## config.mk

```make
export PLATFORM = sky130hd
export DESIGN_NAME = decode_queue
export DESIGN_NICKNAME = d
export VERILOG_FILES = /design/src/rtl/decode_queue_pkg.sv /design/src/rtl/decode_queue_core.sv /design/src/rtl/decode_queue.sv
export SDC_FILE = /design/constraint.sdc
export NUM_CORES = 1
export LEC_CHECK = 0
export CORE_ASPECT_RATIO = 0.5
export CORE_UTILIZATION = 65
export DETAILED_ROUTE_END_ITERATION = 8
export DONT_BUFFER_PORTS = 1
export PLACE_DENSITY_LB_ADDON = 0.12
export SLEW_MARGIN = 20
export SYNTH_ARGS = -nofsm -noshare
export SYNTH_HDL_FRONTEND = slang
export SYNTH_SLANG_ARGS = --single-unit
```

## constraint.sdc

```tcl
create_clock -name clk -period 8.1 [get_ports clk]
set_clock_uncertainty 0.15 [all_clocks]
set_input_delay 2.025 -clock clk [delete_from_list [all_inputs] [get_ports clk]]
set_output_delay 2.025 -clock clk [all_outputs]
set_load 0.005 [all_outputs]
```

## src/rtl/decode_queue_pkg.sv

```systemverilog
// decode_queue_pkg: shared types and helpers for the buffered RV decode stage.
// Micro-op layout is fixed at 64-bit immediates; narrower datapaths truncate.
package decode_queue_pkg;

    localparam int MAX_XLEN = 64;

    localparam logic [6:0] OPC_ALUI   = 7'b0010011;
    localparam logic [6:0] OPC_ALU    = 7'b0110011;
    localparam logic [6:0] OPC_ALUIW  = 7'b0011011;
    localparam logic [6:0] OPC_ALUW   = 7'b0111011;
    localparam logic [6:0] OPC_LUI    = 7'b0110111;
    localparam logic [6:0] OPC_AUIPC  = 7'b0010111;
    localparam logic [6:0] OPC_JAL    = 7'b1101111;
    localparam logic [6:0] OPC_JALR   = 7'b1100111;
    localparam logic [6:0] OPC_LD     = 7'b0000011;
    localparam logic [6:0] OPC_SD     = 7'b0100011;
    localparam logic [6:0] OPC_BRANCH = 7'b1100011;

    localparam logic [6:0] F7_BASE = 7'b0000000;
    localparam logic [6:0] F7_ALT  = 7'b0100000;
    localparam logic [6:0] F7_MUL  = 7'b0000001;

    typedef enum logic [3:0] {
        ALUI, ALU, ALUIW, ALUW, LUI, AUIPC,
        JAL, JALR, LD, SD, BZ, BNZ
    } decode_op_t;

    typedef enum logic [4:0] {
        ADD, SUB, SLL, SLT, SLTU, XOR, SRL, SRA, OR, AND,
        MULT, DIV, DIVU, REM, REMU, EQL, CPYB, NOTALU
    } alufunc_t;

    typedef enum logic [2:0] {
        IMM_NONE, IMM_I, IMM_S, IMM_B, IMM_U, IMM_J
    } imm_type_t;

    typedef struct packed {
        decode_op_t          op;
        alufunc_t            alufunc;
        logic                regwrite;
        logic [4:0]          rd;
        logic [4:0]          rs1;
        logic [4:0]          rs2;
        logic [MAX_XLEN-1:0] imm;
        logic                illegal;
    } uop_t;

    function automatic alufunc_t base_fn(input logic [2:0] f3,
                                         input logic alt);
        alufunc_t fn;
        case (f3)
            3'b000:  fn = alt ? SUB : ADD;
            3'b001:  fn = SLL;
            3'b010:  fn = SLT;
            3'b011:  fn = SLTU;
            3'b100:  fn = XOR;
            3'b101:  fn = alt ? SRA : SRL;
            3'b110:  fn = OR;
            default: fn = AND;
        endcase
        return fn;
    endfunction

    function automatic alufunc_t m_fn(input logic [2:0] f3);
        alufunc_t fn;
        case (f3)
            3'b000:  fn = MULT;
            3'b100:  fn = DIV;
            3'b101:  fn = DIVU;
            3'b110:  fn = REM;
            3'b111:  fn = REMU;
            default: fn = NOTALU;
        endcase
        return fn;
    endfunction

    function automatic logic [MAX_XLEN-1:0] gen_imm(input logic [31:0] i,
                                                   input imm_type_t t);
        logic [MAX_XLEN-1:0] imm;
        case (t)
            IMM_I:   imm = {{52{i[31]}}, i[31:20]};
            IMM_S:   imm = {{52{i[31]}}, i[31:25], i[11:7]};
            IMM_B:   imm = {{51{i[31]}}, i[31], i[7], i[30:25], i[11:8], 1'b0};
            IMM_U:   imm = {{32{i[31]}}, i[31:12], 12'b0};
            IMM_J:   imm = {{43{i[31]}}, i[31], i[19:12], i[20], i[30:21], 1'b0};
            default: imm = '0;
        endcase
        return imm;
    endfunction

endpackage

```

## src/rtl/decode_queue_core.sv

```systemverilog
// rv_decode_core: combinational instruction -> micro-op decoder with strict
// encoding checks; illegal encodings collapse to a harmless ALUI/NOTALU op.
module rv_decode_core
    import decode_queue_pkg::*;
#(
    parameter int XLEN     = 64,
    parameter bit ENABLE_M = 1'b1
) (
    input  logic [31:0] instr,
    output uop_t        uop
);

    logic [6:0] opcode;
    logic [6:0] funct7;
    logic [2:0] funct3;
    logic       sh_hi64;
    logic       sh_hi32;
    logic       m_bad;
    logic       w_f3_ok;
    logic       alt_ok;

    decode_op_t op;
    alufunc_t   fn;
    imm_type_t  it;
    logic       we;
    logic       bad;

    assign opcode  = instr[6:0];
    assign funct3  = instr[14:12];
    assign funct7  = instr[31:25];
    assign sh_hi64 = |{instr[31], instr[29:26]};
    assign sh_hi32 = |{instr[31], instr[29:25]};
    assign m_bad   = funct3 inside {3'b001, 3'b010, 3'b011};
    assign w_f3_ok = funct3 inside {3'b000, 3'b001, 3'b101};
    assign alt_ok  = funct3 inside {3'b000, 3'b101};

    always_comb begin
        op  = ALUI;
        fn  = ADD;
        it  = IMM_NONE;
        we  = 1'b1;
        bad = 1'b0;
        case (opcode)
            OPC_ALUI: begin
                it = IMM_I;
                fn = base_fn(funct3, instr[30] && funct3 == 3'b101);
                if (funct3 == 3'b001 || funct3 == 3'b101) begin
                    bad = (XLEN == 32) ? sh_hi32 : sh_hi64;
                end
            end
            OPC_ALU: begin
                op = ALU;
                case (funct7)
                    F7_BASE: fn = base_fn(funct3, 1'b0);
                    F7_ALT: begin
                        fn  = base_fn(funct3, 1'b1);
                        bad = !alt_ok;
                    end
                    F7_MUL: begin
                        fn  = m_fn(funct3);
                        bad = !ENABLE_M || m_bad;
                    end
                    default: bad = 1'b1;
                endcase
            end
            OPC_ALUIW: begin
                op = ALUIW;
                it = IMM_I;
                fn = base_fn(funct3, instr[30] && funct3 == 3'b101);
                bad = (XLEN == 32) || !w_f3_ok ||
                      (funct3 != 3'b000 && sh_hi32);
            end
            OPC_ALUW: begin
                op = ALUW;
                case (funct7)
                    F7_BASE: begin
                        fn  = base_fn(funct3, 1'b0);
                        bad = !w_f3_ok;
                    end
                    F7_ALT: begin
                        fn  = base_fn(funct3, 1'b1);
                        bad = !alt_ok;
                    end
                    F7_MUL: begin
                        fn  = m_fn(funct3);
                        bad = !ENABLE_M || m_bad;
                    end
                    default: bad = 1'b1;
                endcase
                if (XLEN == 32) bad = 1'b1;
            end
            OPC_LUI: begin
                op = LUI;
                fn = CPYB;
                it = IMM_U;
            end
            OPC_AUIPC: begin
                op = AUIPC;
                it = IMM_U;
            end
            OPC_JAL: begin
                op = JAL;
                it = IMM_J;
            end
            OPC_JALR: begin
                op  = JALR;
                it  = IMM_I;
                bad = funct3 != 3'b000;
            end
            OPC_LD: begin
                op = LD;
                it = IMM_I;
            end
            OPC_SD: begin
                op = SD;
                it = IMM_S;
                we = 1'b0;
            end
            OPC_BRANCH: begin
                op  = funct3[0] ? BNZ : BZ;
                it  = IMM_B;
                we  = 1'b0;
                bad = funct3[2:1] == 2'b01;
                case (funct3[2:1])
                    2'b10:   fn = SLT;
                    2'b11:   fn = SLTU;
                    default: fn = EQL;
                endcase
            end
            default: bad = 1'b1;
        endcase
        // Keep illegal ops in program order but make them inert downstream.
        if (bad) begin
            op = ALUI;
            fn = NOTALU;
            it = IMM_NONE;
            we = 1'b0;
        end
    end

    always_comb begin
        uop          = '0;
        uop.op       = op;
        uop.alufunc  = fn;
        uop.regwrite = we;
        uop.rd       = instr[11:7];
        uop.rs1      = instr[19:15];
        uop.rs2      = instr[24:20];
        uop.imm      = gen_imm(instr, it);
        uop.illegal  = bad;
    end

endmodule

```

## src/rtl/decode_queue.sv

```systemverilog
// decode_queue: decodes fetched instructions and buffers the micro-ops in a
// DEPTH-entry FIFO between fetch and issue, with flush.
module decode_queue
    import decode_queue_pkg::*;
#(
    parameter int XLEN     = 64,
    parameter int DEPTH    = 4,
    parameter bit ENABLE_M = 1'b1,
    localparam int CW      = $clog2(DEPTH + 1),
    localparam int PW      = (DEPTH > 1) ? $clog2(DEPTH) : 1
) (
    input  logic            clk,
    input  logic            resetn,
    input  logic            flush,
    input  logic            in_valid,
    output logic            in_ready,
    input  logic [31:0]     in_instr,
    input  logic [XLEN-1:0] in_pc,
    output logic            out_valid,
    input  logic            out_ready,
    output logic [XLEN-1:0] out_pc,
    output decode_op_t      out_op,
    output alufunc_t        out_alufunc,
    output logic            out_regwrite,
    output logic [4:0]      out_rd,
    output logic [4:0]      out_rs1,
    output logic [4:0]      out_rs2,
    output logic [XLEN-1:0] out_imm,
    output logic            out_illegal,
    output logic [CW-1:0]   count
);

    localparam logic [PW-1:0] PTR_ONE = PW'(1);
    localparam logic [CW-1:0] CNT_ONE = CW'(1);

    uop_t            dec_uop;
    uop_t            mem_q [DEPTH];
    uop_t            mem_d [DEPTH];
    logic [XLEN-1:0] pc_q  [DEPTH];
    logic [XLEN-1:0] pc_d  [DEPTH];
    logic [PW-1:0]   head_q, head_d;
    logic [PW-1:0]   tail_q, tail_d;
    logic [CW-1:0]   count_q, count_d;
    logic            push;
    logic            pop;

    rv_decode_core #(
        .XLEN     (XLEN),
        .ENABLE_M (ENABLE_M)
    ) u_core (
        .instr (in_instr),
        .uop   (dec_uop)
    );

    assign out_valid = count_q != '0;
    // A full queue still accepts when the head leaves in the same cycle.
    assign in_ready  = (count_q < CW'(DEPTH)) || (out_valid && out_ready);
    assign count     = count_q;

    always_comb begin
        push    = in_valid && in_ready && !flush;
        pop     = out_valid && out_ready && !flush;
        mem_d   = mem_q;
        pc_d    = pc_q;
        head_d  = head_q;
        tail_d  = tail_q;
        count_d = count_q;
        if (flush) begin
            head_d  = '0;
            tail_d  = '0;
            count_d = '0;
        end else begin
            if (push) begin
                mem_d[tail_q] = dec_uop;
                pc_d[tail_q]  = in_pc;
                tail_d        = tail_q + PTR_ONE;
            end
            if (pop) head_d = head_q + PTR_ONE;
            if (push && !pop) begin
                count_d = count_q + CNT_ONE;
            end else if (pop && !push) begin
                count_d = count_q - CNT_ONE;
            end
        end
    end

    always_ff @(posedge clk or negedge resetn) begin
        if (!resetn) begin
            head_q  <= '0;
            tail_q  <= '0;
            count_q <= '0;
            for (int i = 0; i < DEPTH; i++) begin
                mem_q[i] <= '0;
                pc_q[i]  <= '0;
            end
        end else begin
            head_q  <= head_d;
            tail_q  <= tail_d;
            count_q <= count_d;
            mem_q   <= mem_d;
            pc_q    <= pc_d;
        end
    end

    assign out_pc       = pc_q[head_q];
    assign out_op       = mem_q[head_q].op;
    assign out_alufunc  = mem_q[head_q].alufunc;
    assign out_regwrite = mem_q[head_q].regwrite;
    assign out_rd       = mem_q[head_q].rd;
    assign out_rs1      = mem_q[head_q].rs1;
    assign out_rs2      = mem_q[head_q].rs2;
    assign out_imm      = mem_q[head_q].imm[XLEN-1:0];
    assign out_illegal  = mem_q[head_q].illegal;

endmodule

```

# After elaboration in Yosys (flattened, before gate mapping)
# Cells that the tools add are included.
dict set report classes {
  n_addsub 4
  multipliers 0
  div 0
  magnitude_cmp 4
  n_eq_ne 28
  shifts 0
  muxes 41
  bitwise 3
  n_reduce_logical 36
}
# operator n
set op_table {}
lappend op_table {{360-bit bitwise mux} 1}
lappend op_table {{64-bit case mux with 5 select lines} 1}
lappend op_table {{90-bit 2-to-1 mux} 3}
lappend op_table {{256-bit bitwise mux} 1}
lappend op_table {{64-bit 2-to-1 mux} 3}
lappend op_table {{90-bit binary-select mux with 2-bit select} 1}
lappend op_table {{90-bit demux with 2-bit select} 1}
lappend op_table {{64-bit binary-select mux with 2-bit select} 1}
lappend op_table {{64-bit demux with 2-bit select} 1}
lappend op_table {{4-bit case mux with 7 select lines} 2}
lappend op_table {{4-bit case mux with 10 select lines} 1}
lappend op_table {{7-bit by 6-bit equality test with 1-bit output (second input constant)} 5}
lappend op_table {{5-bit case mux with 7 select lines} 1}
lappend op_table {{5-bit case mux with 5 select lines} 1}
lappend op_table {{7-bit by 5-bit equality test with 1-bit output (second input constant)} 3}
lappend op_table {{7-bit equality test (second input constant)} 3}
lappend op_table {{5-bit case mux with 4 select lines} 1}
lappend op_table {{3-bit equality test (second input constant)} 6}
lappend op_table {{3-bit case mux with 5 select lines} 1}
lappend op_table {{5-bit case mux with 3 select lines} 1}
lappend op_table {{3-bit nonzero test} 5}
lappend op_table {{3-bit by 2-bit equality test with 1-bit output (second input constant)} 4}
lappend op_table {{3-bit 2-to-1 mux} 4}
lappend op_table {{5-bit OR reduction} 2}
lappend op_table {{30 further kinds} 63}
dict set report word_totals {
  ff_bits 623
  latchBits 0
  mem_bits_rw 0
  romBits 0
  elab_cells 155
  memories 0
}

# Logic depth before layout (Yosys ltp)
dict set report logic_depth {
  depth_word 10
  depth_mapped 10
}

# Cells and area by module
# Synthesis repeated with hierarchy kept, for this count alone.
dict set report unflattened {
  cells_unflattened 1810
  hier_area_um2 29532.1
}
# module instances cells_per_inst area_each_um2 seq_area_each_um2
set by_module_without_submodules {}
lappend by_module_without_submodules {decode_queue 1 1553 28001.9 15590.0}
lappend by_module_without_submodules {rv_decode_core 1 257 1530.2 0.0}

# Worst setup path before layout
# No wires, ideal clock.
dict set report synth_path {
  kind {flip-flop to output port}
  from {register head_q[0]}
  to {output out_imm[32]}
  arrival_time_ps 2209
  required_time_ps 5925
  slack_ps 3716
  stages_incl_launch_ff 6
  path_cell_list {dfrtp_1 > clkbuf_1 > buf_1 > buf_2 > mux4_2 > buf_4}
}
dict set report synth_via {
  elab_chain_cells 4
}
# item line
set synth_lines {}
lappend synth_lines {{start, declared} decode_queue.sv:41} ;# logic [PW-1:0] head_q, head_d;
lappend synth_lines {{start signal, assigned} decode_queue.sv:89} ;# head_q <= '0;
lappend synth_lines {{start signal, assigned} decode_queue.sv:97} ;# head_q <= head_d;
lappend synth_lines {{2-bit inverter with 3-bit output (implied by the code)} decode_queue.sv:112} ;# assign out_imm = mem_q[head_q].imm[XLEN-1:0];
lappend synth_lines {{90-bit binary-select mux with 2-bit select} decode_queue.sv:112}
lappend synth_lines {{90-bit 2-to-1 mux (2 in series)} -}
lappend synth_lines {{end, declared} decode_queue.sv:28} ;# output logic [XLEN-1:0] out_imm,
# Every way passes these cells. The select of a mux whose other input is x is not followed.

# Worst setup path after layout
dict set report layout_path {
  from {register head_q[0]}
  to {output out_imm[40]}
}
# Same word-level chain as after synthesis.

==> metrics <==
GPL Wtd Cong=0.872; Post-CTS Resized=0; Seq cells post-synth=495; HPWL Detailed=32,300 microns; Vias=16.5k; Slew Limit Fails=223; worst slew pin tran=1970 ps; # IOs=260; fraction of layout cells with a size suffix above 1=10.4%; min cycle time layout=5010 ps; I/O Buffers=0; cell with the most instances after synthesis=nand2_1; Worst Setup Path Type=reg2out; Synth Instances=2,308; Async SR Flop Fraction=100%; routed len/inst=21.1 microns; Layout Nets=2,286; CTS H-tree depth=2; total CTS buffers=43; RR Startpoint=count[2]; post-synth top area cell=dfrtp_1; Layout fillers=2,521; fin util=71.0%; Cell variety after synth=58; violated checks=max-slew violations; YS warnings=0; Setup crit start kind=flop; Area contributors post-synth=dfrtp_1, nand2_1, mux4_2; RR Endpoint=mem_q[194]; Max Fclk=200 MHz; initial antenna violation count=0; pre-CTS setup slack=3060 ps; setup_tns=0 ps; CP Launch Point=head_q[0]; worst reg-to-reg path cell count=6; critical path capture point=out_imm[40]; Yosys top cell area share=54.9%; # hold bufs at CTS=0; row count=47; post-route ant nets=0; die width=266 microns; Core Area=33,600 sq um; number of global-route vias before repair=16.5k; synth cell count leaders=nand2_1, dfrtp_1, mux4_2; worst endpoint required time=5930 ps; Setup WS post-layout=3090 ps; EDFF count, synth=0; syn_nets=2,414; register area share after synthesis=54.9%; largest net degree at the start of global routing=496; Relative slew margins=-31.1%; status=complete, but fails checks; RSZ-0062 raised after global routing=no; r2r setup slk=4510 ps; GRT overflow=0; Pre-antenna DRT Iters=5; vias per inst=6.16; CP Max Fanout=33; fin crit share=61.9%; CTS tree=built; Hold Crit Class=reg2reg; Max-cap violations=0; ys flop type=dfrtp_1; Ant. Diodes=0; total power=7.46 mW; First DRT Iteration DRCs=1,792; endpoints failing hold=0; Starting Density=67.1%; area delta synth->final=5.82%; Post-Syn Area=22,600 sq um; root buf cell=clkbuf_16; first-pass GRT wire length=90,500 microns; Critical Path AT=2840 ps; Syn Area/Cell=9.78 sq um; clk_lat worst skew=550 ps; Post-CTS Setup Bufs=0; Tot GR Track Use=32.7%; Die Y=134 microns; final wirelength=56,400 microns; final setup fails=0; die area=35,500 sq um; Num Clock Sinks=495; DRC viols=0; clk slew on worst S/H paths=60 ps; Worst VDD drop=189 uV; clock buffer depth=3; pwr/cell area=312 nW/um^2; Leak=11.5 nW; Crit. End Element=output pin
[cell usage in the layout, fill, tap and decap left out, drive strengths merged, types with 2 or more instances in the layout]
cell / n
a211oi: 5
a21o: 4
a21oi: 57
a22o: 3
a31oi: 22
a32o: 4
and2: 9
and3: 5
buf: 13
bufinv: 3
clkbuf: 64
clkinv: 9
dfrtp: 495
ha: 4
inv: 11
mux2: 13
mux2i: 3
mux4: 122
nand2: 1099
nand2b: 10
nand3: 12
nor2: 75
nor2b: 6
nor3: 8
nor4: 3
nor4b: 3
o2111a: 2
o211ai: 47
o21a: 5
o21ai: 61
o31ai: 9
o41a: 2
or3: 3
xor2: 2
[cells by family after synthesis]
group                      Yosys count  synth area share [%]
muxes                              138                  13.0
adders and majority gates            5                 0.310
AOI/OAI and AO/OA                  230                  6.43
buffers and inverters              197                  3.93
and+or+nand+nor                   1240                  21.4
DFF                                495                  54.9
xor gates and xnor gates             3                 0.116
[worst min path at each step]
| stage | startpoint | end | cells past startpoint |
|---|---|---|---|
| 2_1_floorplan | mem_q[155] | mem_q[155] | 2 |
| 6_report | mem_q[343] | mem_q[343] | 2 |
| 3_3_place_gp | pc_q[222] | pc_q[222] | 2 |
| 4_1_cts | mem_q[65] | mem_q[65] | 2 |
| 3_5_place_dp | mem_q[66] | mem_q[66] | 2 |
| 5_1_grt | pc_q[87] | pc_q[87] | 2 |
[state kept, by name (all words and copies together), names as in the netlist]
signal	cells
count	3
mem_q	232
tail_q	2
head_q	2
pc_q	256
[critical path: stages, from the launching register on]
cell	delay, ps
dfrtp_4	740
buf_4	530
mux4_2	980
[cell type report]
| cell class | instances | area, sq um | area share, % |
|---|---|---|---|
| Inverter | 11 | 41.3 | 0.173 |
| Multi-Input combinational cell | 1616 | 9350 | 39.1 |
| Timing Repair Buffer | 13 | 123 | 0.513 |
| Tap cell | 465 | 582 | 2.44 |
| Sequential cell | 495 | 12400 | 51.9 |
| Clock buffer | 64 | 1270 | 5.31 |
| Clock inverter | 12 | 135 | 0.566 |
[per-stage QoR]
stage               std cells  instance area, sq um  hold slack, ps
floorplan                2308                 22600             290
global placement         2600                 22500             303
detailed placement       2600                 22500             308
CTS                      2676                 23900             324
global route             2676                 23900             336
finish                   2676                 23900             321
[power by group]
group          total (mW)  switching, mW  internal [mW]
Clock                2.09          0.914           1.18
Combinational        1.72          0.897          0.822
Sequential           3.65          0.432           3.21
Total                7.46           2.24           5.21
[routing by layer]
| metal | GRT usage, % | wire length [microns] | vias up |
|---|---|---|---|
| li1 | - | - | 7363 |
| met1 | 45.3 | 23300 | 8386 |
| met2 | 53.4 | 27300 | 642 |
| met3 | 6.37 | 4280 | 96 |
| met4 | 10.2 | 1560 | 0 |
| met5 | 0 | 0 | - |
Power figures use the tool's default switching activity.
